`config.mk`:
```
export PLATFORM = sky130hd
export DESIGN_NAME = alu_issue_sched_flat
export DESIGN_NICKNAME = d
export VERILOG_FILES = /design/src/rtl/alu_issue_sched_if.sv /design/src/rtl/alu_issue_sched.sv /design/src/flat_wrapper.sv
export SDC_FILE = /design/constraint.sdc
export NUM_CORES = 1
export LEC_CHECK = 0
export CORE_AREA = 10 10 290 292
export CTS_CLUSTER_SIZE = 28
export DETAILED_ROUTE_END_ITERATION = 16
export DIE_AREA = 0 0 300 302
export PLACE_DENSITY_LB_ADDON = 0.25
export SLEW_MARGIN = 40
export SYNTH_ARGS = -nofsm -noshare
export SYNTH_HDL_FRONTEND = slang
export SYNTH_SLANG_ARGS = --single-unit
export TNS_END_PERCENT = 50
```
`constraint.sdc`:
```
create_clock -name clk -period 15.4 [get_ports clk]
set_input_delay 4.62 -clock clk [delete_from_list [all_inputs] [get_ports clk]]
set_output_delay 4.62 -clock clk [all_outputs]
set_load 0.03 [all_outputs]
```
`src/rtl/alu_issue_sched_if.sv`:
```
// Bus bundle between the ALU issue scheduler and its environment.
// It carries three groups of signals:
//   - the reservation-station request ports and their grants,
//   - the ALU operand and result wires,
//   - the registered result handed to writeback with a valid/ready handshake.
// The slave modport is the scheduler's view; master is the surrounding pipeline.
interface alu_issue_sched_if #(
    parameter int NUM_REQ = 4,
    parameter int TAG_W   = 6,
    parameter int OP_W    = 4
);
    // reservation-station request side
    logic [NUM_REQ-1:0]            req_valid;
    logic [NUM_REQ-1:0][OP_W-1:0]  req_opcode;
    logic [NUM_REQ-1:0][31:0]      req_src1;
    logic [NUM_REQ-1:0][31:0]      req_src2;
    logic [NUM_REQ-1:0][31:0]      req_imm;
    logic [NUM_REQ-1:0][31:0]      req_pc;
    logic [NUM_REQ-1:0][TAG_W-1:0] req_tag;
    logic [NUM_REQ-1:0]            req_grant;

    // shared combinational ALU
    logic                          alu_en;
    logic [OP_W-1:0]               alu_opcode;
    logic [31:0]                   alu_src1;
    logic [31:0]                   alu_src2;
    logic [31:0]                   alu_imm;
    logic [31:0]                   alu_pc;
    logic [31:0]                   aluout;
    logic                          aluout_valid;
    logic                          br_cond;

    // writeback / CDB handshake
    logic                          res_valid;
    logic [31:0]                   res_data;
    logic                          res_br_cond;
    logic [TAG_W-1:0]              res_tag;
    logic                          res_ready;

    modport slave (
        input  req_valid, req_opcode, req_src1, req_src2, req_imm, req_pc, req_tag,
        output req_grant,
        output alu_en, alu_opcode, alu_src1, alu_src2, alu_imm, alu_pc,
        input  aluout, aluout_valid, br_cond,
        output res_valid, res_data, res_br_cond, res_tag,
        input  res_ready
    );

    modport master (
        output req_valid, req_opcode, req_src1, req_src2, req_imm, req_pc, req_tag,
        input  req_grant,
        input  alu_en, alu_opcode, alu_src1, alu_src2, alu_imm, alu_pc,
        output aluout, aluout_valid, br_cond,
        input  res_valid, res_data, res_br_cond, res_tag,
        output res_ready
    );
endinterface

```
`src/rtl/alu_issue_sched.sv`:
```
// ALU issue scheduler.
// - A round-robin arbiter picks one reservation-station port per cycle and
//   loads its op into a single issue register that drives the shared ALU.
// - MUL ops stay in the issue register for MUL_LAT cycles so the multiplier
//   path gets a multicycle window.
// - The ALU result is captured into a result register and offered to
//   writeback through a valid/ready handshake.
// - flush squashes both stages without disturbing the arbitration pointer.
module alu_issue_sched #(
    parameter int              NUM_REQ = 4,
    parameter int              MUL_LAT = 3,
    parameter int              TAG_W   = 6,
    parameter int              OP_W    = 4,
    parameter logic [OP_W-1:0] OP_MUL  = OP_W'(2)
) (
    input  logic              clk,
    input  logic              rst,
    input  logic              flush,
    alu_issue_sched_if.slave  bus
);
    localparam int PTR_W = (NUM_REQ > 1) ? $clog2(NUM_REQ) : 1;
    localparam int CNT_W = (MUL_LAT > 1) ? $clog2(MUL_LAT) : 1;
    localparam logic [CNT_W-1:0] MUL_INIT = CNT_W'(MUL_LAT - 1);
    localparam logic [PTR_W-1:0] PTR_LAST = PTR_W'(NUM_REQ - 1);

    localparam logic [1:0] ST_IDLE = 2'd0;
    localparam logic [1:0] ST_EXEC = 2'd1;
    localparam logic [1:0] ST_MULW = 2'd2;

    // issue-stage state
    logic [1:0]        state_q, state_d;
    logic [CNT_W-1:0]  mul_cnt_q, mul_cnt_d;
    logic [PTR_W-1:0]  rr_ptr_q, rr_ptr_d;
    logic [OP_W-1:0]   ir_opcode_q, ir_opcode_d;
    logic [31:0]       ir_src1_q, ir_src1_d;
    logic [31:0]       ir_src2_q, ir_src2_d;
    logic [31:0]       ir_imm_q, ir_imm_d;
    logic [31:0]       ir_pc_q, ir_pc_d;
    logic [TAG_W-1:0]  ir_tag_q, ir_tag_d;

    // result-stage state
    logic              res_valid_q, res_valid_d;
    logic [31:0]       res_data_q, res_data_d;
    logic              res_br_q, res_br_d;
    logic [TAG_W-1:0]  res_tag_q, res_tag_d;

    logic              ir_valid;
    logic              done;
    logic              accept;
    logic              grant_found;
    logic              grant_any;
    logic [PTR_W-1:0]  grant_idx;

    logic [NUM_REQ-1:0][PTR_W-1:0] scan_idx;
    logic [NUM_REQ-1:0]            scan_hit;

    // Any non-idle state means the issue register holds a live op.
    assign ir_valid = (state_q != ST_IDLE);

    // The op can retire once the MUL window has elapsed and the result slot
    // is free or being drained this cycle.
    assign done     = ir_valid && (mul_cnt_q == '0) && (!res_valid_q || bus.res_ready);

    // New work is accepted only when the issue register is empty or emptying.
    // Reset is included so the grant is zero while rst is held.
    assign accept   = !rst && !flush && (!ir_valid || done);

    // Rotated view of the request vector:
    // scan position gi corresponds to port (rr_ptr + gi) mod NUM_REQ.
    for (genvar gi = 0; gi < NUM_REQ; gi++) begin : g_scan
        logic [PTR_W:0] scan_sum;
        assign scan_sum     = {1'b0, rr_ptr_q} + (PTR_W+1)'(gi);
        assign scan_idx[gi] = (scan_sum >= (PTR_W+1)'(NUM_REQ))
                            ? PTR_W'(scan_sum - (PTR_W+1)'(NUM_REQ))
                            : scan_sum[PTR_W-1:0];
        assign scan_hit[gi] = bus.req_valid[scan_idx[gi]];
    end

    // Pick the first requesting port at or after rr_ptr, wrapping around.
    always_comb begin
        grant_found = 1'b0;
        grant_idx   = '0;
        for (int k = 0; k < NUM_REQ; k++) begin
            if (!grant_found && scan_hit[k]) begin
                grant_found = 1'b1;
                grant_idx   = scan_idx[k];
            end
        end
    end

    assign grant_any = grant_found && accept;

    for (genvar gi = 0; gi < NUM_REQ; gi++) begin : g_grant
        assign bus.req_grant[gi] = grant_any && (grant_idx == PTR_W'(gi));
    end

    // Issue register, MUL occupancy counter and round-robin pointer.
    always_comb begin
        state_d     = state_q;
        mul_cnt_d   = mul_cnt_q;
        rr_ptr_d    = rr_ptr_q;
        ir_opcode_d = ir_opcode_q;
        ir_src1_d   = ir_src1_q;
        ir_src2_d   = ir_src2_q;
        ir_imm_d    = ir_imm_q;
        ir_pc_d     = ir_pc_q;
        ir_tag_d    = ir_tag_q;
        if (flush) begin
            state_d   = ST_IDLE;
            mul_cnt_d = '0;
        end else if (grant_any) begin
            ir_opcode_d = bus.req_opcode[grant_idx];
            ir_src1_d   = bus.req_src1[grant_idx];
            ir_src2_d   = bus.req_src2[grant_idx];
            ir_imm_d    = bus.req_imm[grant_idx];
            ir_pc_d     = bus.req_pc[grant_idx];
            ir_tag_d    = bus.req_tag[grant_idx];
            rr_ptr_d    = (grant_idx == PTR_LAST) ? '0 : grant_idx + PTR_W'(1);
            if (bus.req_opcode[grant_idx] == OP_MUL) begin
                mul_cnt_d = MUL_INIT;
                state_d   = (MUL_INIT != '0) ? ST_MULW : ST_EXEC;
            end else begin
                mul_cnt_d = '0;
                state_d   = ST_EXEC;
            end
        end else if (done) begin
            state_d = ST_IDLE;
        end else if (mul_cnt_q != '0) begin
            mul_cnt_d = mul_cnt_q - CNT_W'(1);
            if (mul_cnt_q == CNT_W'(1)) begin
                state_d = ST_EXEC;
            end
        end
    end

    // Result register: capture on completion, otherwise drain on res_ready.
    always_comb begin
        res_valid_d = res_valid_q;
        res_data_d  = res_data_q;
        res_br_d    = res_br_q;
        res_tag_d   = res_tag_q;
        if (flush) begin
            res_valid_d = 1'b0;
        end else if (done) begin
            res_valid_d = 1'b1;
            res_data_d  = bus.aluout;
            res_br_d    = bus.br_cond;
            res_tag_d   = ir_tag_q;
        end else if (bus.res_ready) begin
            res_valid_d = 1'b0;
        end
    end

    // State update with asynchronous clear of every register.
    always_ff @(posedge clk or posedge rst) begin
        if (rst) begin
            state_q     <= ST_IDLE;
            mul_cnt_q   <= '0;
            rr_ptr_q    <= '0;
            ir_opcode_q <= '0;
            ir_src1_q   <= '0;
            ir_src2_q   <= '0;
            ir_imm_q    <= '0;
            ir_pc_q     <= '0;
            ir_tag_q    <= '0;
            res_valid_q <= 1'b0;
            res_data_q  <= '0;
            res_br_q    <= 1'b0;
            res_tag_q   <= '0;
        end else begin
            state_q     <= state_d;
            mul_cnt_q   <= mul_cnt_d;
            rr_ptr_q    <= rr_ptr_d;
            ir_opcode_q <= ir_opcode_d;
            ir_src1_q   <= ir_src1_d;
            ir_src2_q   <= ir_src2_d;
            ir_imm_q    <= ir_imm_d;
            ir_pc_q     <= ir_pc_d;
            ir_tag_q    <= ir_tag_d;
            res_valid_q <= res_valid_d;
            res_data_q  <= res_data_d;
            res_br_q    <= res_br_d;
            res_tag_q   <= res_tag_d;
        end
    end

    assign bus.alu_en      = ir_valid;
    assign bus.alu_opcode  = ir_opcode_q;
    assign bus.alu_src1    = ir_src1_q;
    assign bus.alu_src2    = ir_src2_q;
    assign bus.alu_imm     = ir_imm_q;
    assign bus.alu_pc      = ir_pc_q;
    assign bus.res_valid   = res_valid_q;
    assign bus.res_data    = res_data_q;
    assign bus.res_br_cond = res_br_q;
    assign bus.res_tag     = res_tag_q;

    // Protocol invariants, checked at each active edge outside reset.
    always @(posedge clk) begin
        if (!rst) begin
            assert (!done || bus.aluout_valid);
            assert ($onehot0(bus.req_grant));
            assert (!(ir_valid && !done && grant_any));
        end
    end
endmodule

```
`src/flat_wrapper.sv`:
```
// flat-port wrapper written by rule: the top's interface ports become plain ports
module alu_issue_sched_flat 
#(
    parameter int              NUM_REQ = 4,
    parameter int              MUL_LAT = 3,
    parameter int              TAG_W   = 6,
    parameter int              OP_W    = 4,
    parameter logic [OP_W-1:0] OP_MUL  = OP_W'(2)
)
  (clk, rst, flush, bus_req_valid, bus_req_opcode, bus_req_src1, bus_req_src2, bus_req_imm, bus_req_pc, bus_req_tag, bus_req_grant, bus_alu_en, bus_alu_opcode, bus_alu_src1, bus_alu_src2, bus_alu_imm, bus_alu_pc, bus_aluout, bus_aluout_valid, bus_br_cond, bus_res_valid, bus_res_data, bus_res_br_cond, bus_res_tag, bus_res_ready);
  alu_issue_sched_if #(.NUM_REQ(NUM_REQ), .TAG_W(TAG_W), .OP_W(OP_W)) bus_i ();
  input  logic clk;
  input  logic rst;
  input  logic flush;
  input wire logic [$bits(bus_i.req_valid)-1:0] bus_req_valid;
  input wire logic [$bits(bus_i.req_opcode)-1:0] bus_req_opcode;
  input wire logic [$bits(bus_i.req_src1)-1:0] bus_req_src1;
  input wire logic [$bits(bus_i.req_src2)-1:0] bus_req_src2;
  input wire logic [$bits(bus_i.req_imm)-1:0] bus_req_imm;
  input wire logic [$bits(bus_i.req_pc)-1:0] bus_req_pc;
  input wire logic [$bits(bus_i.req_tag)-1:0] bus_req_tag;
  output wire logic [$bits(bus_i.req_grant)-1:0] bus_req_grant;
  output wire logic [$bits(bus_i.alu_en)-1:0] bus_alu_en;
  output wire logic [$bits(bus_i.alu_opcode)-1:0] bus_alu_opcode;
  output wire logic [$bits(bus_i.alu_src1)-1:0] bus_alu_src1;
  output wire logic [$bits(bus_i.alu_src2)-1:0] bus_alu_src2;
  output wire logic [$bits(bus_i.alu_imm)-1:0] bus_alu_imm;
  output wire logic [$bits(bus_i.alu_pc)-1:0] bus_alu_pc;
  input wire logic [$bits(bus_i.aluout)-1:0] bus_aluout;
  input wire logic [$bits(bus_i.aluout_valid)-1:0] bus_aluout_valid;
  input wire logic [$bits(bus_i.br_cond)-1:0] bus_br_cond;
  output wire logic [$bits(bus_i.res_valid)-1:0] bus_res_valid;
  output wire logic [$bits(bus_i.res_data)-1:0] bus_res_data;
  output wire logic [$bits(bus_i.res_br_cond)-1:0] bus_res_br_cond;
  output wire logic [$bits(bus_i.res_tag)-1:0] bus_res_tag;
  input wire logic [$bits(bus_i.res_ready)-1:0] bus_res_ready;
  assign bus_i.req_valid = bus_req_valid;
  assign bus_i.req_opcode = bus_req_opcode;
  assign bus_i.req_src1 = bus_req_src1;
  assign bus_i.req_src2 = bus_req_src2;
  assign bus_i.req_imm = bus_req_imm;
  assign bus_i.req_pc = bus_req_pc;
  assign bus_i.req_tag = bus_req_tag;
  assign bus_req_grant = bus_i.req_grant;
  assign bus_alu_en = bus_i.alu_en;
  assign bus_alu_opcode = bus_i.alu_opcode;
  assign bus_alu_src1 = bus_i.alu_src1;
  assign bus_alu_src2 = bus_i.alu_src2;
  assign bus_alu_imm = bus_i.alu_imm;
  assign bus_alu_pc = bus_i.alu_pc;
  assign bus_i.aluout = bus_aluout;
  assign bus_i.aluout_valid = bus_aluout_valid;
  assign bus_i.br_cond = bus_br_cond;
  assign bus_res_valid = bus_i.res_valid;
  assign bus_res_data = bus_i.res_data;
  assign bus_res_br_cond = bus_i.res_br_cond;
  assign bus_res_tag = bus_i.res_tag;
  assign bus_i.res_ready = bus_res_ready;
  alu_issue_sched #(.NUM_REQ(NUM_REQ), .MUL_LAT(MUL_LAT), .TAG_W(TAG_W), .OP_W(OP_W), .OP_MUL(OP_MUL)) u_core (.clk(clk), .rst(rst), .flush(flush), .bus(bus_i));
endmodule
```
==> impl_metrics.json <==
{
  "status": "completed",
  "hold_viol": 0,
  "post-route-min-period_ns": 11.96,
  "grt_pass1_wl_um": 89900,
  "drc": 0,
  "synthTopCellsByCount": "nand2_1, o21ai_1, dfrtp_1",
  "ys_async_sr_fraction": 1.00,
  "rows": 103,
  "hold_buffers": 0,
  "io_pins": 771,
  "worst-path-max-fanout": 66,
  "rsz0062_at_grt": "false",
  "netlist_top_cells_area": "dfrtp_1, nand2_1, o21ai_1, nand3_1, mux2_2",
  "cp-start-kind": "primary input",
  "synthFlopType": "dfrtp_1",
  "io_buffers": 769,
  "synth_seq_cells": 184,
  "numCtsBuffers": 17,
  "worstSetupEndpointType": "output port",
  "max_slew_margin": 0.460,
  "clk_pin_slew_ns": 0.07,
  "antenna_left": 0,
  "synth.net_count": 2239,
  "synth_area_leader_cell": "dfrtp_1",
  "instances_no_fill": 3384,
  "synth_area_mm2": 0.0111,
  "crit_type": "in -> out",
  "cts_tree": "yes",
  "fin_skew_ns": 0.0187,
  "synth_edf_count": 0,
  "antenna_found_initial": 2,
  "ys_warn_count": 0,
  "drv_cap": 0,
  "vdd_drop_max_v": 0.0000946,
  "postSynthAreaPerCell_um2": 6.79,
  "postCtsSetupRepairBufs": 0,
  "hold_class": "reg -> reg",
  "worst_pin_slew_ns": 0.811,
  "place_inst": 3348,
  "insertion_delay_ns": 0.49,
  "synth_top_area_frac": 0.414,
  "max_freq_ghz": 0.0836,
  "fp.coreArea_mm2": 0.0784,
  "cp.arrival_ns": 7.34,
  "initial_utilization": 0.142,
  "drive_above_1_share": 0.0446,
  "first_pass_iters": 5,
  "num_vias": 13200,
  "fin_nets": 2919,
  "cts_buffer_depth": 2,
  "fin_util": 0.261,
  "max_stage_delay_ns": 0.67,
  "grt_start_max_net_pins": 109,
  "yosysSeqAreaShare": 0.414,
  "whs_ns": 0.479,
  "ys_types": 35,
  "overflow": 0,
  "drt_iter0_markers": 528,
  "cp_common_cell": "clkdlybuf4s50_1",
  "yosysMostFrequentCell": "nand2_1",
  "crit_chain": "clkdlybuf4s50_1, mux2i_1, nor2_1, nor3_4, buf_4, ha_1, and2_1, clkdlybuf4s50_1",
  "post-route-period-util": 0.777,
  "clk_root_buffer_cell": "clkbuf_16",
  "powerDensity_mw_per_mm2": 170,
  "drv_slew": 0,
  "place.gp.congestion": 0.929,
  "cpMaxStageDelayCell": "clkdlybuf4s50_1",
  "grt_pass1_vias": 14100,
  "wire_per_inst_um": 18.2,
  "die_w_um": 300,
  "post_cts_resized": 0,
  "h-tree-depth": 4,
  "chipHeight_um": 302,
  "wl_um": 61700,
  "tns_ns": 0,
  "nFillCells": 8614,
  "clkSinkCount": 184,
  "worst_ep_required_time_ns": 10.78,
  "finalSetupViolCount": 0,
  "postSynthCellCount": 1639,
  "dp_hpwl_um": 49200,
  "die_area_mm2": 0.0906,
  "vias_per_cell": 3.90,
  "grt_use_total": 0.130,
  "area_growth_pct": 84.0,
  "p_leak_nw": 8.77
}
## cells by family (layout without fill, tap and decap cells)
logic type               Yosys count  after routing  share of synthesized area
adder cells (fa/ha/maj)            6              6                    0.00675
AND/OR/NAND/NOR                  984            984                      0.352
AO/OA/AOI/OAI                    285            285                      0.130
multiplexers                      45             45                     0.0482
other                              0              3                          0
XOR/XNOR                           1              1                   0.000787
buffers and inverters            134            826                     0.0477
flip-flops                       184            184                      0.414
## area by class of cell
cell class / instances / area, µm² / share of cell area
multi-input cells: 1321 / 6020 / 0.294
clock inverters: 13 / 155 / 0.00758
well taps: 1050 / 1310 / 0.0642
clock buffers: 18 / 439 / 0.0215
diodes: 3 / 7.51 / 0.000367
inverters: 7 / 41.3 / 0.00202
repair buffers: 788 / 7890 / 0.385
flip-flops and latches: 184 / 4600 / 0.225
## final timing paths
kind,startpoint,end,slack [ns],depth (start not counted)
max in group asynchronous,rst,u_core.bus.alu_src2[22]$_DFFE_PP0P_,9.66,3
min reg2reg,u_core.bus.alu_opcode[1]$_DFFE_PP0P_,u_core.bus.alu_opcode[1]$_DFFE_PP0P_,0.48,2
max reg2reg,u_core.rr_ptr_q[1]$_DFFE_PP0P_,u_core.ir_tag_q[5]$_DFFE_PP0P_,11.33,10
min in group asynchronous,rst,u_core.bus.res_data[24]$_DFFE_PP0P_,4.68,2
min,u_core.bus.alu_opcode[1]$_DFFE_PP0P_,u_core.bus.alu_opcode[1]$_DFFE_PP0P_,0.48,2
max,bus_req_valid[0],bus_req_grant[1],3.44,8
## worst max-delay path, delay by kind of cell
kind                     cells  cell delay [ns]
adder cells (fa/ha/maj)      1             0.25
buffers and inverters        3             1.77
AND/OR/NAND/NOR              3             0.50
multiplexers                 1             0.17
## placed cells by master, fill, tap and decap left out, types with 2 or more instances in the layout
cell	instances
nand3_1	138
nand2b_1	3
mux4_2	3
a21oi_1	6
mux2i_1	3
diode_2	3
nand2_1	824
dfrtp_1	184
buf_6	5
mux2_2	39
inv_6	3
clkbuf_16	17
o21ai_1	233
o21ai_0	38
buf_4	12
inv_8	7
clkinv_4	3
ha_1	6
nor3_1	2
and2_1	4
clkdlybuf4s50_1	769
nor2_1	5
inv_1	5
## state kept, by name, indices dropped and copies added (netlist names), 2 cells and up
signal                 flops
u_core.state_q             2
u_core.mul_cnt_q           2
u_core.bus.alu_pc         32
u_core.bus.res_tag         6
u_core.bus.alu_src2       32
u_core.rr_ptr_q            2
u_core.ir_tag_q            6
u_core.bus.alu_src1       32
u_core.bus.res_data       32
u_core.bus.alu_opcode      4
u_core.bus.alu_imm        32
## through the flow
stage	instance area [µm²]	setup slack, ns	power, mW
global placement	19800	3.31	3.06
global route	20500	3.25	3.76
CTS	20400	3.35	3.57
floorplan	11100	4.49	2.07
detailed placement	19800	3.35	3.07
finish	20500	3.44	3.48
## metal layers
metal / vias up / global-route usage / part of all wire
li1: 6671 / - / -
met1: 6034 / 0.136 / 0.38
met2: 438 / 0.237 / 0.52
met3: 41 / 0.0517 / 0.081
met4: 0 / 0.0411 / 0.020
met5: - / 0 / 0
## power breakdown
part,total [mW],switching (mW),internal (mW)
clock,0.470,0.235,0.236
sequential,0.857,0.133,0.724
combinational,2.16,1.32,0.839
(Power assumes the default switching activity.)
